--- config.mk ---
export PLATFORM = sky130hd
export DESIGN_NAME = vga_timing_gen
export DESIGN_NICKNAME = d
export VERILOG_FILES = /design/src/rtl/vga_timing_gen.sv
export SDC_FILE = /design/constraint.sdc
export NUM_CORES = 1
export LEC_CHECK = 0
export ABC_AREA = 1
export CAP_MARGIN = 20
export CORE_ASPECT_RATIO = 0.9
export CORE_MARGIN = 4
export CORE_UTILIZATION = 41
export CTS_BUF_LIST = sky130_fd_sc_hd__clkbuf_2 sky130_fd_sc_hd__clkbuf_4 sky130_fd_sc_hd__clkbuf_8
export CTS_CLUSTER_SIZE = 14
export DETAILED_ROUTE_END_ITERATION = 16
export GPL_ROUTABILITY_DRIVEN = 0
export SETUP_SLACK_MARGIN = 0.02
export SYNTH_ARGS = -nofsm -noshare
export SYNTH_HDL_FRONTEND = slang
export SYNTH_SLANG_ARGS = --single-unit
export TNS_END_PERCENT = 100
--- constraint.sdc ---
create_clock -name clk -period 2.19 [get_ports clk]
set_clock_uncertainty 0.1 [all_clocks]
set_input_delay 0.657 -clock clk [delete_from_list [all_inputs] [get_ports clk]]
set_output_delay 0.657 -clock clk [all_outputs]
set_load 0.02 [all_outputs]
--- src/rtl/vga_timing_gen.sv ---
// VGA raster timing generator: H/V region FSMs, coordinates, syncs, display window and strobes.
// Optional frame counter output is enabled by defining VGA_FRAME_CNT_EN.
module vga_timing_gen #(
    parameter int H_VISIBLE = 1024,
    parameter int H_FRONT   = 24,
    parameter int H_SYNC    = 136,
    parameter int H_BACK    = 160,
    parameter int V_VISIBLE = 768,
    parameter int V_FRONT   = 3,
    parameter int V_SYNC    = 6,
    parameter int V_BACK    = 29,
    parameter int H_POL     = 0,
    parameter int V_POL     = 0,
    parameter int XW        = 11,
    parameter int YW        = 10
) (
    input  logic          clk,
    input  logic          rst_n,
    input  logic          en,
    output logic [XW-1:0] x,
    output logic [YW-1:0] y,
    output logic          hsync,
    output logic          vsync,
    output logic          display,
    output logic          line_end,
    output logic          frame_end
`ifdef VGA_FRAME_CNT_EN
    ,
    output logic [15:0]   frame_cnt
`endif
);

    localparam int H_TOTAL = H_VISIBLE + H_FRONT + H_SYNC + H_BACK;
    localparam int V_TOTAL = V_VISIBLE + V_FRONT + V_SYNC + V_BACK;

    localparam logic [1:0] H_ACT = 2'd0, H_FP = 2'd1, H_SP = 2'd2, H_BP = 2'd3;
    localparam logic [1:0] V_ACT = 2'd0, V_FP = 2'd1, V_SP = 2'd2, V_BP = 2'd3;

    localparam logic H_ON = (H_POL != 0) ? 1'b1 : 1'b0;
    localparam logic V_ON = (V_POL != 0) ? 1'b1 : 1'b0;

    localparam logic [XW-1:0] H_ACT_END = XW'(H_VISIBLE - 1);
    localparam logic [XW-1:0] H_FP_END  = XW'(H_VISIBLE + H_FRONT - 1);
    localparam logic [XW-1:0] H_SP_END  = XW'(H_VISIBLE + H_FRONT + H_SYNC - 1);
    localparam logic [XW-1:0] H_LAST    = XW'(H_TOTAL - 1);
    localparam logic [YW-1:0] V_ACT_END = YW'(V_VISIBLE - 1);
    localparam logic [YW-1:0] V_FP_END  = YW'(V_VISIBLE + V_FRONT - 1);
    localparam logic [YW-1:0] V_SP_END  = YW'(V_VISIBLE + V_FRONT + V_SYNC - 1);
    localparam logic [YW-1:0] V_LAST    = YW'(V_TOTAL - 1);

    // First region at or after 'from' with non-zero width; wraps back to the active region.
    function automatic logic [1:0] first_live(input logic [1:0] from, input int w_fp,
                                              input int w_sp, input int w_bp);
        logic [1:0] r;
        if (from <= 2'd1 && w_fp != 0) r = 2'd1;
        else if (from <= 2'd2 && w_sp != 0) r = 2'd2;
        else if (w_bp != 0) r = 2'd3;
        else r = 2'd0;
        return r;
    endfunction

    localparam logic [1:0] H_AFTER_ACT = first_live(2'd1, H_FRONT, H_SYNC, H_BACK);
    localparam logic [1:0] H_AFTER_FP  = first_live(2'd2, H_FRONT, H_SYNC, H_BACK);
    localparam logic [1:0] H_AFTER_SP  = first_live(2'd3, H_FRONT, H_SYNC, H_BACK);
    localparam logic [1:0] V_AFTER_ACT = first_live(2'd1, V_FRONT, V_SYNC, V_BACK);
    localparam logic [1:0] V_AFTER_FP  = first_live(2'd2, V_FRONT, V_SYNC, V_BACK);
    localparam logic [1:0] V_AFTER_SP  = first_live(2'd3, V_FRONT, V_SYNC, V_BACK);

    logic [1:0]    h_state_r, h_state_s;
    logic [1:0]    v_state_r, v_state_s;
    logic [XW-1:0] x_nxt_s;
    logic [YW-1:0] y_nxt_s;
    logic          eol_s;
    logic          hsync_s, vsync_s, display_s, line_end_s, frame_end_s;

    // Next coordinates; y steps only on the x wrap.
    always_comb begin
        eol_s   = (x == H_LAST);
        x_nxt_s = eol_s ? {XW{1'b0}} : x + XW'(1);
        if (eol_s) begin
            y_nxt_s = (y == V_LAST) ? {YW{1'b0}} : y + YW'(1);
        end else begin
            y_nxt_s = y;
        end
    end

    // Region FSM state registers.
    always_ff @(posedge clk or negedge rst_n) begin
        if (!rst_n) begin
            h_state_r <= H_ACT;
            v_state_r <= V_ACT;
        end else if (en) begin
            h_state_r <= h_state_s;
            v_state_r <= v_state_s;
        end
    end

    // Region FSM next state: leave a region on its last pixel/line.
    always_comb begin
        h_state_s = h_state_r;
        case (h_state_r)
            H_ACT:   if (x == H_ACT_END) h_state_s = H_AFTER_ACT; else h_state_s = H_ACT;
            H_FP:    if (x == H_FP_END)  h_state_s = H_AFTER_FP;  else h_state_s = H_FP;
            H_SP:    if (x == H_SP_END)  h_state_s = H_AFTER_SP;  else h_state_s = H_SP;
            H_BP:    if (x == H_LAST)    h_state_s = H_ACT;       else h_state_s = H_BP;
            default: h_state_s = H_ACT;
        endcase
        v_state_s = v_state_r;
        case (v_state_r)
            V_ACT:   if (eol_s && y == V_ACT_END) v_state_s = V_AFTER_ACT; else v_state_s = V_ACT;
            V_FP:    if (eol_s && y == V_FP_END)  v_state_s = V_AFTER_FP;  else v_state_s = V_FP;
            V_SP:    if (eol_s && y == V_SP_END)  v_state_s = V_AFTER_SP;  else v_state_s = V_SP;
            V_BP:    if (eol_s && y == V_LAST)    v_state_s = V_ACT;       else v_state_s = V_BP;
            default: v_state_s = V_ACT;
        endcase
    end

    // Output decode from next state/coordinates so registered outputs line up with x/y.
    always_comb begin
        hsync_s     = (h_state_s == H_SP) ? H_ON : ~H_ON;
        vsync_s     = (v_state_s == V_SP) ? V_ON : ~V_ON;
        display_s   = (h_state_s == H_ACT) && (v_state_s == V_ACT);
        line_end_s  = (x_nxt_s == H_LAST);
        frame_end_s = line_end_s && (y_nxt_s == V_LAST);
    end

    // Output registers; everything holds while en is low.
    always_ff @(posedge clk or negedge rst_n) begin
        if (!rst_n) begin
            x         <= {XW{1'b0}};
            y         <= {YW{1'b0}};
            hsync     <= ~H_ON;
            vsync     <= ~V_ON;
            display   <= 1'b1;
            line_end  <= 1'b0;
            frame_end <= 1'b0;
        end else if (en) begin
            x         <= x_nxt_s;
            y         <= y_nxt_s;
            hsync     <= hsync_s;
            vsync     <= vsync_s;
            display   <= display_s;
            line_end  <= line_end_s;
            frame_end <= frame_end_s;
        end
    end

`ifdef VGA_FRAME_CNT_EN
    // Frame counter bumps on the wrap out of the last pixel of a frame.
    always_ff @(posedge clk or negedge rst_n) begin
        if (!rst_n) begin
            frame_cnt <= 16'd0;
        end else if (en && frame_end) begin
            frame_cnt <= frame_cnt + 16'd1;
        end
    end
`endif

endmodule

==> run_results.csv, run 1 <==
group,metric,value,unit
timing,fmax,473,MHz
timing,fin_crit,2.11,ns
grt,grt_util_all_layers,19.6,%
grt,antenna_found_initial,0,
synth,seq_area_frac_synth,33.6,%
hold_path,hold-path-cell-count,2,
power_and_ir_drop,cellLeakagePower,1.46,nW
synth,mappedNetlistNets,355,
timing,final.setup.worst_slack,0.0774,ns
detailed_routing,dr.first_iter.drc_count,162,
detailed_routing,detailroute.via_count,2318,
cts,numClockSinks,30,
final_layout,layout.core_utilization,52.4,%
timing,maxSlewViolCount,0,
hold_path,hp-start,"display",
synth,synth_seq_cells,30,
hold_path,timing.hold.worst.class,"flip-flop to flip-flop",
detailed_routing,wl_per_cell,13.5,µm
synth,number_of_enable_type_register_cells_in_the_synthesized_netlist,0,
detailed_routing,routed_wl,6140,µm
cts,clock_path_buffers,2,
cts,holdBufCountCts,0,
critical_path,worst_path_dominant_cell_family,"buffers and inverters",
power_and_ir_drop,peakVddDrop,0.427,mV
synth,yosysMostFrequentCell,"nand2_1",
timing,tightest_slew,0.450,ns
critical_path,maximum_fanout_along_the_worst_path,6,
critical_path,timing.critical_path.slowest_cell_delay,0.64,ns
detailed_routing,met2WireLength,2590,µm
final_layout,insertedDiodeCount,0,
timing,setup_total_negative_slack,0,ns
critical_path,worst_setup_path_start_kind,"flip-flop",
cts,clock_input_transition_at_the_sequential_cells_of_the_worst_setup_and_hold_paths,0.06,ns
hold_path,whs_endpoint,"display",
detailed_routing,post-route-drc-count,0,
cts,cts_tree,"done",
floorplan,die_x,86.0,µm
critical_path,critical-path-slowest-cell,"clkdlybuf4s50_1",
detailed_routing,detail-route-antenna-nets,0,
placed_design,place.detailed.hpwl,4690,µm
placed_design,place_ws,0.229,ns
cts,cts-htree-levels,2,
timing,holdWs,0.368,ns
floorplan,dieArea,6730,µm²
power_and_ir_drop,power.density,776,nW/µm²
timing,finalSetupViolCount,0,
synth,synth_ff_type,"dfrtp_1",
synth,async_s_r_ff_share_synth,100,%
critical_path,timing.reg2reg.setup_slack,0.20,ns
synth,synth.cells.most_frequent,"nand2_1 (107), inv_1 (45), nand3_1 (38)",
detailed_routing,met3_wirelength,341,µm
critical_path,worst_r2r_path_depth,13,
placed_design,io_buffer_count,28,
synth,synthDistinctLibCells,32,
floorplan,io_pins,29,
critical_path,crit-reg2reg-capture,"frame_end",
timing,finalCritPeriodShare,96.5,%
grt,residual_overflow_from_global_routing,0,
floorplan,die-height,78.2,µm
critical_path,critical_path_cell_by_cell,"clkdlybuf4s50_1",
timing,max_slew_margin,69.8,%
outcome,run_status,"finished clean",
final_layout,fill_cells,545,
final_layout,flow.area_growth_from_synthesis,23.3,%
detailed_routing,drt-vias-per-instance,5.09,
synth,synthDominantAreaCellType,"dfrtp_1",
critical_path,critPathKind,"flip-flop to output pin",
synth,synth_area_leaders,"dfrtp_1 (30%), nand2_1 (18%), nand3_1 (8.5%), inv_1 (7.5%), o21ai_0 (6.9%)",
floorplan,floorplan.initialDensity,42.5,%
critical_path,worst_ep_required_time,1.43,ns
critical_path,worst_setup_path_end_kind,"output pin",
cts,clock_latency,0.29,ns
detailed_routing,top_layer_used,"met4",
detailed_routing,drt_first_pass_iters,4,
cts,cts_root_buffer,"clkbuf_8",
detailed_routing,detail_route.wirelength.met1,3140,µm
final_layout,layout.nets,395,
synth,post_synth_inst_count,347,
grt,grt_start_max_net_pins,31,
grt,first_global_vias,2163,
critical_path,crit-reg2reg-launch,"x[0]",
timing,grt_setup_unrepaired,"true",
synth,ys.warnings.count,0,
critical_path,worst_ep_arrival_time,1.36,ns
floorplan,core_area,5290,µm²
cts,numCtsBuffers,5,
final_layout,final_layout_size_suffix_gt1_share,11.3,%
cts,post_cts.repair.setup_buffers,0,
floorplan,fp-row-count,25,
synth,synth_area,2250,µm²
synth,netlist.area_leader.share,30.1,%
grt,first_pass_grt_wire_length,10600,µm
timing,hold_violations,0,
job,maxCapViolCount,0,
synth,post_synth.cell_area_avg,6.47,µm²
critical_path,crit_buf_inv,1,
layout by cell type, fill, tap and decap left out, types with 3 or more instances in the layout:
cell type / instances
nor3_1: 3
a21oi_1: 6
inv_1: 45
clkdlybuf4s50_1: 11
nand4_1: 10
nor3_2: 3
dlymetal6s2s_1: 6
dfrtp_1: 27
ha_1: 5
nand2_1: 107
buf_4: 16
nand3_1: 38
o21ai_0: 31
dlygate4sd2_1: 11
dfstp_2: 3
nor2_1: 35
clkbuf_8: 6
o21ai_1: 4
timing repair:
| item | 4_1_cts | 5_1_grt |
|---|---|---|
| resized for setup | 11 | 7 |
| endpoints found under the setup margin | 11 | 8 |
| hold endpoints to repair | 0 | 0 |
report_power, final:
part,switching (mW),internal (mW)
Clock,0.222,0.266
Combinational,0.525,0.323
Sequential,0.153,0.662
stage by stage:
step | total power, mW | area (µm²) | std cells
after floorplan | 1.33 | 2250 | 347
after global placement | 1.70 | 2670 | 447
after detailed placement | 1.71 | 2670 | 447
after CTS | 2.18 | 2750 | 455
after global routing | 2.32 | 2770 | 455
final | 2.15 | 2770 | 455
worst max path at each step:
stage               slack, ns        end  depth (start not counted)  start
finish                   0.08       x[9]                          1   x[9]
global route             0.01  frame_end                         13   x[1]
CTS                      0.03       y[3]                          1   y[3]
detailed placement       0.23  frame_end                         13   x[0]
global placement         0.23  frame_end                         13   x[0]
floorplan                0.30  frame_end                         12   x[1]
layer usage:
metal  global-route usage (%)  up-vias
met5                        0        -
met1                     29.5     1063
met2                     28.7       61
li1                         -     1188
met3                     3.25        6
met4                     5.38        0
sequential cells by signal (all words and copies together) (netlist names):
register	cells
x	11
y	10
h_state_r	2
v_state_r	2
display	1
frame_end	1
hsync	1
line_end	1
vsync	1
final cells by class:
type,instances,area [µm²],area share [%]
Clock inverter,1,5.00,0.181
Clock buffer,7,90.1,3.25
Inverter,47,176,6.37
Tap cell,67,83.8,3.03
Sequential cell,30,754,27.2
Multi-Input combinational cell,259,1260,45.4
Timing Repair Buffer,44,402,14.5
cell families after synthesis:
family | share of synthesized area (%)
flip-flops | 33.6
XOR/XNOR | 0.390
AND/OR/NAND/NOR | 41.6
adder cells (fa/ha/maj) | 2.79
AO/OA/AOI/OAI | 11.2
buffers and inverters | 10.5
Note: power is estimated with default switching activity, not from simulation.
==> inputs of run 2 (changes only) <==
--- a/config.mk
+++ b/config.mk
@@ -9,11 +9,12 @@
 export CAP_MARGIN = 20
 export CORE_ASPECT_RATIO = 0.9
 export CORE_MARGIN = 4
-export CORE_UTILIZATION = 41
+export CORE_UTILIZATION = 55
 export CTS_BUF_LIST = sky130_fd_sc_hd__clkbuf_2 sky130_fd_sc_hd__clkbuf_4 sky130_fd_sc_hd__clkbuf_8
 export CTS_CLUSTER_SIZE = 14
 export DETAILED_ROUTE_END_ITERATION = 16
 export GPL_ROUTABILITY_DRIVEN = 0
+export PLACE_DENSITY = 0.79
 export SETUP_SLACK_MARGIN = 0.02
 export SYNTH_ARGS = -nofsm -noshare
 export SYNTH_HDL_FRONTEND = slang
==> run 2 against run 1 <==
  * Sequential cell count did not move
  * Sequential power rose by 1%
  * Via count rose by 3.0%
  * Clock-buffer cell count rose by 1
  * Global-route usage rose by 5.6 points
  * Total power rose by 2.5%
  * Critical endpoint is now y[7]
  * Largest power group unchanged
  * Highest routed layer unchanged
==> run_results.csv, run 2 (synthesis gave the netlist of run 1 again) <==
group,metric,value,unit
timing,maxSlewViolCount,0,
final_layout,flow.area_growth_from_synthesis,24.0,%
critical_path,critPathKind,"flip-flop to output pin",
detailed_routing,drt-vias-per-instance,5.52,
timing,grt_setup_unrepaired,"true",
power_and_ir_drop,peakVddDrop,0.577,mV
floorplan,core_area,3840,µm²
critical_path,crit_buf_inv,1,
power_and_ir_drop,cellLeakagePower,1.51,nW
grt,first_global_vias,2171,
grt,first_pass_grt_wire_length,10000,µm
critical_path,worst_setup_path_start_kind,"flip-flop",
final_layout,regMostFlops,"x",
final_layout,layout_common_cells,"nand2_1 (107), inv_1 (45), nand3_1 (38), nor2_1 (35), o21ai_0 (31)",
floorplan,die-height,68.6,µm
critical_path,critical-path-slowest-cell,"clkdlybuf4s50_1",
cts,cts_tree,"done",
timing,finalSetupViolCount,0,
cts,cts_root_buffer,"clkbuf_8",
detailed_routing,drt_first_pass_iters,5,
floorplan,dieArea,5170,µm²
critical_path,worst_path_dominant_cell_family,"buffers and inverters",
timing,finalCritPeriodShare,95.5,%
cts,clock_input_transition_at_the_sequential_cells_of_the_worst_setup_and_hold_paths,0.07,ns
final_layout,final_layout_size_suffix_gt1_share,12.1,%
detailed_routing,routed_wl,6130,µm
cts,cts-htree-levels,2,
timing,tightest_slew,0.429,ns
grt,residual_overflow_from_global_routing,0,
timing,fmax,478,MHz
final_layout,layout_commonest_cell,"nand2_1",
final_layout,final_standard_cell_area_without_fillers,2780,µm²
timing,fin_crit,2.09,ns
floorplan,fp-row-count,21,
placed_design,placed_instance_area,2610,µm²
detailed_routing,detail-route-antenna-nets,0,
detailed_routing,dr.first_iter.drc_count,334,
critical_path,worst_ep_arrival_time,1.33,ns
cts,clock_latency,0.28,ns
placed_design,place.detailed.hpwl,4400,µm
final_layout,layout_top_registers,"x: 11 flops, y: 10 flops",
critical_path,worst_setup_path_end_kind,"output pin",
floorplan,io_pins,29,
floorplan,floorplan.initialDensity,58.5,%
final_layout,largest_register_ff_count,11,
detailed_routing,detailroute.via_count,2388,
final_layout,fill_cells,325,
critical_path,timing.critical_path.slowest_cell_delay,0.63,ns
timing,hold_violations,0,
detailed_routing,wl_per_cell,14.1,µm
critical_path,critical_path_cell_by_cell,"clkdlybuf4s50_1",
grt,antenna_found_initial,0,
final_layout,layout.nets,394,
detailed_routing,post-route-drc-count,0,
hold_path,timing.hold.worst.class,"flip-flop to flip-flop",
cts,holdBufCountCts,0,
floorplan,die_x,75.4,µm
critical_path,worst_ep_required_time,1.43,ns
timing,setup_total_negative_slack,0,ns
critical_path,maximum_fanout_along_the_worst_path,5,
cts,numClockSinks,30,
cts,numCtsBuffers,5,
outcome,run_status,"finished clean",
grt,grt_util_all_layers,25.2,%
cts,clock_path_buffers,2,
job,maxCapViolCount,0,
placed_design,io_buffer_count,28,
timing,holdWs,0.375,ns
power_and_ir_drop,power.density,792,nW/µm²
timing,max_slew_margin,71.3,%
grt,grt_start_max_net_pins,31,
final_layout,insertedDiodeCount,0,
-- run 2: cell count changes in the layout (fill, tap and decap cells not counted), moves of 2 or more --
cell | previous run | this run
clkbuf_8 | 6 | 8
dlygate4sd2_1 | 11 | 4
buf_4 | 16 | 14
dfrtp_1 | 27 | 24
dfrtp_2 | 0 | 3
dlymetal6s2s_1 | 6 | 12
-- run 2: timing repair --
action | in CTS | in global routing
gates resized for setup | 6 | 15
cloned | 0 | 1
endpoints found under the setup margin | 6 | 15
buffers inserted | 0 | 3
-- run 2: routing by layer --
layer | vias up | track usage, % | wire length, µm
met5 | - | 0 | 0
met4 | 0 | 5.68 | 62
met3 | 11 | 6.38 | 552
met2 | 102 | 36.2 | 2590
met1 | 1083 | 37.8 | 2920
li1 | 1192 | - | -
-- run 2: per-stage QoR --
step | instances | utilization, % | power, mW | worst slack [ns]
final | 433 | 72.6 | 2.21 | 0.0993
after floorplan | 347 | - | 1.33 | 0.301
after global placement | 421 | 68.0 | 1.68 | 0.138
after detailed placement | 421 | 68.0 | 1.69 | 0.106
after CTS | 429 | 70.8 | 2.21 | 0.0213
after global routing | 433 | 72.6 | 2.36 | 0.00199
-- run 2: final cells by class --
type	count	area (µm²)	area share [%]
well taps	46	57.6	2.07
flip-flops and latches	30	758	27.2
clock buffers	8	110	3.96
multi-input cells	260	1270	45.7
inverters	47	176	6.34
repair buffers	42	410	14.7
-- run 2: final timing paths --
kind | depth (start not counted) | endpoint | from | slack [ns]
max reg2reg | 10 | frame_end | x[7] | 0.13
min in group asynchronous | 2 | y[6] | rst_n | 0.68
max | 1 | y[7] | y[7] | 0.1
max in group asynchronous | 2 | display | rst_n | 0.98
min reg2reg | 2 | display | display | 0.38
min | 2 | display | display | 0.38
-- run 2: where the power goes --
group	total (mW)	internal (mW)	leakage, nW	switching (mW)
Sequential	0.824	0.664	0.380	0.160
Clock	0.530	0.317	0.0575	0.213
Combinational	0.851	0.326	1.07	0.526
==> inputs of run 3 (changes only) <==
--- a/config.mk
+++ b/config.mk
@@ -10,7 +10,6 @@
 export CORE_ASPECT_RATIO = 0.9
 export CORE_MARGIN = 4
 export CORE_UTILIZATION = 55
-export CTS_BUF_LIST = sky130_fd_sc_hd__clkbuf_2 sky130_fd_sc_hd__clkbuf_4 sky130_fd_sc_hd__clkbuf_8
 export CTS_CLUSTER_SIZE = 14
 export DETAILED_ROUTE_END_ITERATION = 16
 export GPL_ROUTABILITY_DRIVEN = 0
==> results of run 3 <==
Same layout as run 2: the final DEF is identical, and so are final timing and power.
